[src/rtl/mc_pkg.sv]
// Shared encodings for the multi-cycle MIPS-subset controller:
// opcodes, FSM state codes and datapath select values.
package mc_pkg;

    localparam logic [5:0] OP_R    = 6'b000000;
    localparam logic [5:0] OP_LW   = 6'b100011;
    localparam logic [5:0] OP_SW   = 6'b101011;
    localparam logic [5:0] OP_BEQ  = 6'b000100;
    localparam logic [5:0] OP_J    = 6'b000010;
    localparam logic [5:0] OP_ADDI = 6'b001000;

    typedef enum logic [3:0] {
        S_RST    = 4'd0,
        S_FETCH  = 4'd1,
        S_DECODE = 4'd2,
        S_MEMADR = 4'd3,
        S_MEMRD  = 4'd4,
        S_MEMWB  = 4'd5,
        S_MEMWR  = 4'd6,
        S_EXEC   = 4'd7,
        S_RWB    = 4'd8,
        S_BRANCH = 4'd9,
        S_JUMP   = 4'd10,
        S_ADDIEX = 4'd11,
        S_ADDIWB = 4'd12
    } state_e;

    localparam logic [1:0] ALU_ADD   = 2'b00;
    localparam logic [1:0] ALU_SUB   = 2'b01;
    localparam logic [1:0] ALU_FUNCT = 2'b10;

    localparam logic [1:0] SRCB_RT   = 2'b00;
    localparam logic [1:0] SRCB_FOUR = 2'b01;
    localparam logic [1:0] SRCB_IMM  = 2'b10;
    localparam logic [1:0] SRCB_BR   = 2'b11;

    localparam logic [1:0] PCS_ALU   = 2'b00;
    localparam logic [1:0] PCS_OUT   = 2'b01;
    localparam logic [1:0] PCS_JMP   = 2'b10;

endpackage

[src/rtl/mc_ctrl.sv]
// Multi-cycle main control FSM: sequences fetch/decode/execute/mem/wb
// and drives every datapath enable and mux select.
import mc_pkg::*;

module mc_ctrl (
    input  logic       clk,
    input  logic       rst_n,
    input  logic [5:0] op,
    input  logic       mem_rdy,
    output logic       pc_wr,
    output logic       pc_wr_cond,
    output logic [1:0] pc_src,
    output logic       iord,
    output logic       mem_rd,
    output logic       mem_wr,
    output logic       ir_wr,
    output logic       reg_dst,
    output logic       mem_to_reg,
    output logic       reg_wr,
    output logic       alu_src_a,
    output logic [1:0] alu_src_b,
    output logic [1:0] alu_op,
    output logic       illegal,
    output logic [3:0] state
);

    state_e state_q, state_d;

    always_ff @(posedge clk or negedge rst_n) begin
        if (!rst_n) state_q <= S_RST;
        else        state_q <= state_d;
    end

    always_comb begin
        state_d = S_RST;
        case (state_q)
            S_RST:    state_d = S_FETCH;
            S_FETCH:  state_d = mem_rdy ? S_DECODE : S_FETCH;
            S_DECODE: begin
                case (op)
                    OP_LW, OP_SW: state_d = S_MEMADR;
                    OP_R:         state_d = S_EXEC;
                    OP_BEQ:       state_d = S_BRANCH;
                    OP_J:         state_d = S_JUMP;
                    OP_ADDI:      state_d = S_ADDIEX;
                    default:      state_d = S_FETCH;
                endcase
            end
            S_MEMADR: state_d = (op == OP_SW) ? S_MEMWR : S_MEMRD;
            S_MEMRD:  state_d = mem_rdy ? S_MEMWB : S_MEMRD;
            S_MEMWB:  state_d = S_FETCH;
            S_MEMWR:  state_d = mem_rdy ? S_FETCH : S_MEMWR;
            S_EXEC:   state_d = S_RWB;
            S_RWB:    state_d = S_FETCH;
            S_BRANCH: state_d = S_FETCH;
            S_JUMP:   state_d = S_FETCH;
            S_ADDIEX: state_d = S_ADDIWB;
            S_ADDIWB: state_d = S_FETCH;
            default:  state_d = S_RST;
        endcase
    end

    // Moore decode, except the FETCH writes which wait on mem_rdy
    always_comb begin
        pc_wr      = 1'b0;
        pc_wr_cond = 1'b0;
        pc_src     = PCS_ALU;
        iord       = 1'b0;
        mem_rd     = 1'b0;
        mem_wr     = 1'b0;
        ir_wr      = 1'b0;
        reg_dst    = 1'b0;
        mem_to_reg = 1'b0;
        reg_wr     = 1'b0;
        alu_src_a  = 1'b0;
        alu_src_b  = SRCB_RT;
        alu_op     = ALU_ADD;
        illegal    = 1'b0;
        case (state_q)
            S_FETCH: begin
                mem_rd    = 1'b1;
                alu_src_b = SRCB_FOUR;
                ir_wr     = mem_rdy;
                pc_wr     = mem_rdy;
            end
            S_DECODE: begin
                alu_src_b = SRCB_BR;
                illegal   = !(op inside {OP_R, OP_LW, OP_SW,
                                         OP_BEQ, OP_J, OP_ADDI});
            end
            S_MEMADR, S_ADDIEX: begin
                alu_src_a = 1'b1;
                alu_src_b = SRCB_IMM;
            end
            S_MEMRD: begin
                mem_rd = 1'b1;
                iord   = 1'b1;
            end
            S_MEMWB: begin
                reg_wr     = 1'b1;
                mem_to_reg = 1'b1;
            end
            S_MEMWR: begin
                mem_wr = 1'b1;
                iord   = 1'b1;
            end
            S_EXEC: begin
                alu_src_a = 1'b1;
                alu_op    = ALU_FUNCT;
            end
            S_RWB: begin
                reg_wr  = 1'b1;
                reg_dst = 1'b1;
            end
            S_BRANCH: begin
                alu_src_a  = 1'b1;
                alu_op     = ALU_SUB;
                pc_wr_cond = 1'b1;
                pc_src     = PCS_OUT;
            end
            S_JUMP: begin
                pc_wr  = 1'b1;
                pc_src = PCS_JMP;
            end
            S_ADDIWB: reg_wr = 1'b1;
            default: ;
        endcase
    end

    assign state = state_q;

endmodule

[config.mk]
export PLATFORM = sky130hd
export DESIGN_NAME = mc_ctrl
export DESIGN_NICKNAME = d
export VERILOG_FILES = /design/src/rtl/mc_pkg.sv /design/src/rtl/mc_ctrl.sv
export SDC_FILE = /design/constraint.sdc
export NUM_CORES = 1
export LEC_CHECK = 0
export ABC_AREA = 1
export BUFFER_PORTS_ARGS = -buffer_cell sky130_fd_sc_hd__buf_2
export CAP_MARGIN = 20
export CORE_MARGIN = 10
export CORE_UTILIZATION = 43
export DETAILED_ROUTE_END_ITERATION = 8
export GPL_ROUTABILITY_DRIVEN = 0
export PLACE_DENSITY = 0.77
export SETUP_SLACK_MARGIN = 0.3
export SLEW_MARGIN = 15
export SYNTH_ARGS = -nofsm -noshare
export SYNTH_HDL_FRONTEND = slang
export SYNTH_SLANG_ARGS = --single-unit
[constraint.sdc]
create_clock -name clk -period 1.4 [get_ports clk]
set_input_delay 0.07 -clock clk [delete_from_list [all_inputs] [get_ports clk]]
set_output_delay 0.07 -clock clk [all_outputs]
set_load 0.05 [all_outputs]
==> run metrics, run 1 <==
status=stopped before the end; Fail Step=4_1_cts; First Err=[ERROR DPL-0038] Utilization greater than 100%, impossible to legalize; DP Wirelength=1560 um; I/O pin cnt=30; row cnt=12; Root Driver=clkbuf_4; post-CTS sizing=72; count of different cell masters after synthesis=19; H-tree lvl count=1; DP Cell Count=143; Num CTS Buffers=3; syn_area_per_cell=5.71 um2; post-synthesis sequential area ratio=17.9%; Horiz. Die Dim=56.1 um; Synth area leaders=dfrtp_1, nand2_1, nand3_1; Post-Syn Nets=between 100 and 150; Max Root-Sink Buffers=2; Initial Util=47.8%; synthesized cell area=559 um2; Die Y=56.1 um; count of input and output buffers=29; setup slack at placement=around 21 ps; synthesis-stage register bit count=4; hold-fix buffers at CTS=1; CTS sink cnt=4; Yosys top cell area share=between 10% and 20%; synth warn=0; post-CTS repair timing setup buffer count=11; Mapped Cells=slightly below 100; area leader, netlist=dfrtp_1
==> kinds of logic after synthesis <==
family	share of synthesized area [%]
compound gates	6.26
buf+inv	18.3
flops	17.9
simple gates	57.5
==> synth_stat cells (all sizes together) <==
cell type and instances:
or2 1, dfrtp 4, buf 3, nor3 2, nand4 1, a21oi 4, o21ai 3, clkinv 1
inv 19, nor2 18, nand2 31, nand3 11
==> through the flow <==
stage | utilization [%] | setup TNS, ps | instance area [um2] | hold slack (ps)
2_1_floorplan | - | -211 | 672 | -226
3_3_place_gp | 71.3 | 0 | 835 | -123
3_5_place_dp | 71.3 | 0 | 835 | -120
==> run 2: changes to the inputs <==
--- a/config.mk
+++ b/config.mk
@@ -8,12 +8,11 @@
 export ABC_AREA = 1
 export BUFFER_PORTS_ARGS = -buffer_cell sky130_fd_sc_hd__buf_2
 export CAP_MARGIN = 20
-export CORE_MARGIN = 10
-export CORE_UTILIZATION = 43
+export CORE_AREA = 10 10 71 73
 export DETAILED_ROUTE_END_ITERATION = 8
+export DIE_AREA = 0 0 81 83
 export GPL_ROUTABILITY_DRIVEN = 0
-export PLACE_DENSITY = 0.77
-export SETUP_SLACK_MARGIN = 0.3
+export PLACE_DENSITY_LB_ADDON = 0.15
 export SLEW_MARGIN = 15
 export SYNTH_ARGS = -nofsm -noshare
 export SYNTH_HDL_FRONTEND = slang
==> run metrics, run 2 <==
H-tree lvl count=1 (unchanged); Num CTS Buffers=3 (unchanged); Diodes inserted=0; CTS tree=yes; number of synthesized flops with an enable pin=0 (unchanged); count of different cell masters after synthesis=19 (unchanged); clock-pin slew on the worst setup and hold paths=30 ps; CP required=1330 ps; unrepaired setup endpoints after global routing=yes; Max-Slew Margin vs Limit=82.9%; Tot GR Track Use=6.04%; synthesis-stage register bit count=4 (unchanged); Synth area leaders=dfrtp_1, nand2_1, nand3_1; commonest non-fill, non-tap cell in the layout=nand2_1; FFs w/ async S/R, synth=100% (unchanged); Die Y=83 um (+48%); area leader, netlist=dfrtp_1; Final period util=101%; DRC errors left=0; Horiz. Die Dim=81 um (+44%); I/O pin cnt=30 (unchanged); Flop pwr share=8.9%; crit-path max FO=5; Tmin final=1420 ps; syn_area_per_cell=5.71 um2 (unchanged); Worst setup EP type=output port; Final ANT Viol Nets=0; violated checks=negative setup slack; Initial Util=15.4% (-32 points); fin area=between 1000 and 1500 um2; worst path arrival time=1350 ps; Design Power=2.62 mW; dominant cell by count in the synthesized netlist=nand2_1; Pwr per Cell Area=2340 nW/um2; commonest cells in the netlist=nand2_1, inv_1, nor2_1, nand3_1, nand2_2; clock network fraction of design power=9.0%; pin count of the biggest net entering global routing=10; status=complete, but fails checks; Fmax=0.706 GHz; most frequent cells in the layout=nand2_1, buf_4, buf_2; Post-Syn Nets=107 (unchanged); switching share of power=between 50% and 60%; total iterations of the first detailed-routing run=4; Placed Area=823 um2 (-1.3%); WS Path Type=reg2out; core area=approximately 3600 um2; final setup fails=3; routed len/inst=11.2 um; Yosys top cell area share=17.9% (unchanged); CP Launch Type=register; Lkg Pwr=0.613 nW; Final WS setup=-17.3 ps; Max Root-Sink Buffers=2 (unchanged); max reg flops=4; Layout area overhead=99.8%; CTS sink cnt=4 (unchanged); setup slack at placement=98.4 ps (+77.7 ps); count of input and output buffers=29 (unchanged); Root Driver=clkbuf_8; max-capacitance violation count=0; Final Hold Fails=0; Comb power frac=82.0%; row cnt=22 (+10); via density per instance=~4; worst skew pair latency=around 210 ps; Max IR drop VDD=a little over 0.0006 V; worst min path class=in2reg; synth warn=0 (unchanged); DP Wirelength=1750 um (+12%); post-synthesis sequential area ratio=17.9% (unchanged); Mapped Cells=98 (unchanged); max-slew violation count=0; starting DRC count in detailed routing=31; Final Util=30.8%; first-pass GRT wire length=around 3400 um; die area=6720 um2; via count=761; final wirelength=2130 um; ys flop type=dfrtp_1; internal power=1.16 mW; initial antenna violation count=0; Psw=1.46 mW; share of cells above drive strength 1=60.8%; fin nets=154; synthesized cell area=559 um2 (unchanged); Worst Clk Skew=3.86 ps; Slew @ Worst Pin=about 260 ps; grt total ovfl=0; number of global-route vias before repair=767
## run 2: worst max-delay path, cell delays in order, from the launching register on
cell        delay (ps)
dfrtp_2            410
buf_12             140
nand2_8             60
buf_6              100
inv_4               40
nand2_4             60
clkinvlp_4         130
buf_8              180
## run 2: what timing repair did
item                                    in CTS  in global routing
buffers inserted                             3                  7
hold buffers                                 1                  0
gates resized for setup                     22                 32
endpoints found under the setup margin      14                 17
pin swaps                                    0                  1
endpoints found under the hold margin        4                  0
## run 2: layer usage
layer  up-vias  track usage (%)  part of all wire [%]
li1        388                -                     -
met1       340             6.76                    42
met2        27             9.73                    46
met3         6             2.59                   8.1
met4         0             2.35                   3.2
met5         -                0                     0
## run 2: kinds of logic after synthesis
logic type / Yosys count / synth area share [%]
DFF: 4 / 17.9
AOI/OAI and AO/OA: 7 / 6.26
buffers and inverters: 23 / 18.3
and+or+nand+nor: 64 / 57.5
## run 2: path summary, 6_finish.rpt
path	from	cells past startpoint	slack, ps	end
min in group asynchronous	rst_n	2	200	state[0]$_DFF_PN0_
max reg2reg	state[1]$_DFF_PN0_	8	140	state[1]$_DFF_PN0_
max	state[0]$_DFF_PN0_	7	-20	pc_src[0]
min reg2reg	state[2]$_DFF_PN0_	3	710	state[2]$_DFF_PN0_
max in group asynchronous	rst_n	2	1060	state[1]$_DFF_PN0_
min	mem_rdy	3	190	state[0]$_DFF_PN0_
## run 2: power groups by stage
stage          clock network [mW]  logic, mW  registers, mW
2_1_floorplan                   0       1.11          0.369
3_3_place_gp                    0       1.58          0.272
3_5_place_dp                    0       1.57          0.272
4_1_cts                     0.247       1.75          0.267
5_1_grt                     0.259       2.28          0.242
6_report                    0.236       2.15          0.234
## run 2: final cells by class
cell class / instances / area [um2]
Clock buffer: 3 / 41.3
Fill cell: 414 / 2520
Inverter: 20 / 90.1
Multi-Input combinational cell: 71 / 429
Sequential cell: 4 / 105
Tap cell: 48 / 60.1
Timing Repair Buffer: 45 / 392
## run 2: per-stage QoR
stage | setup TNS [ps] | hold WS, ps | instances
global placement | 0 | -119 | 177
finish | -49.9 | 189 | 191
global route | -463 | 209 | 191
detailed placement | 0 | -119 | 177
CTS | -27.1 | 163 | 184
floorplan | -277 | -226 | 98
Note: power is estimated with default switching activity, not from simulation.
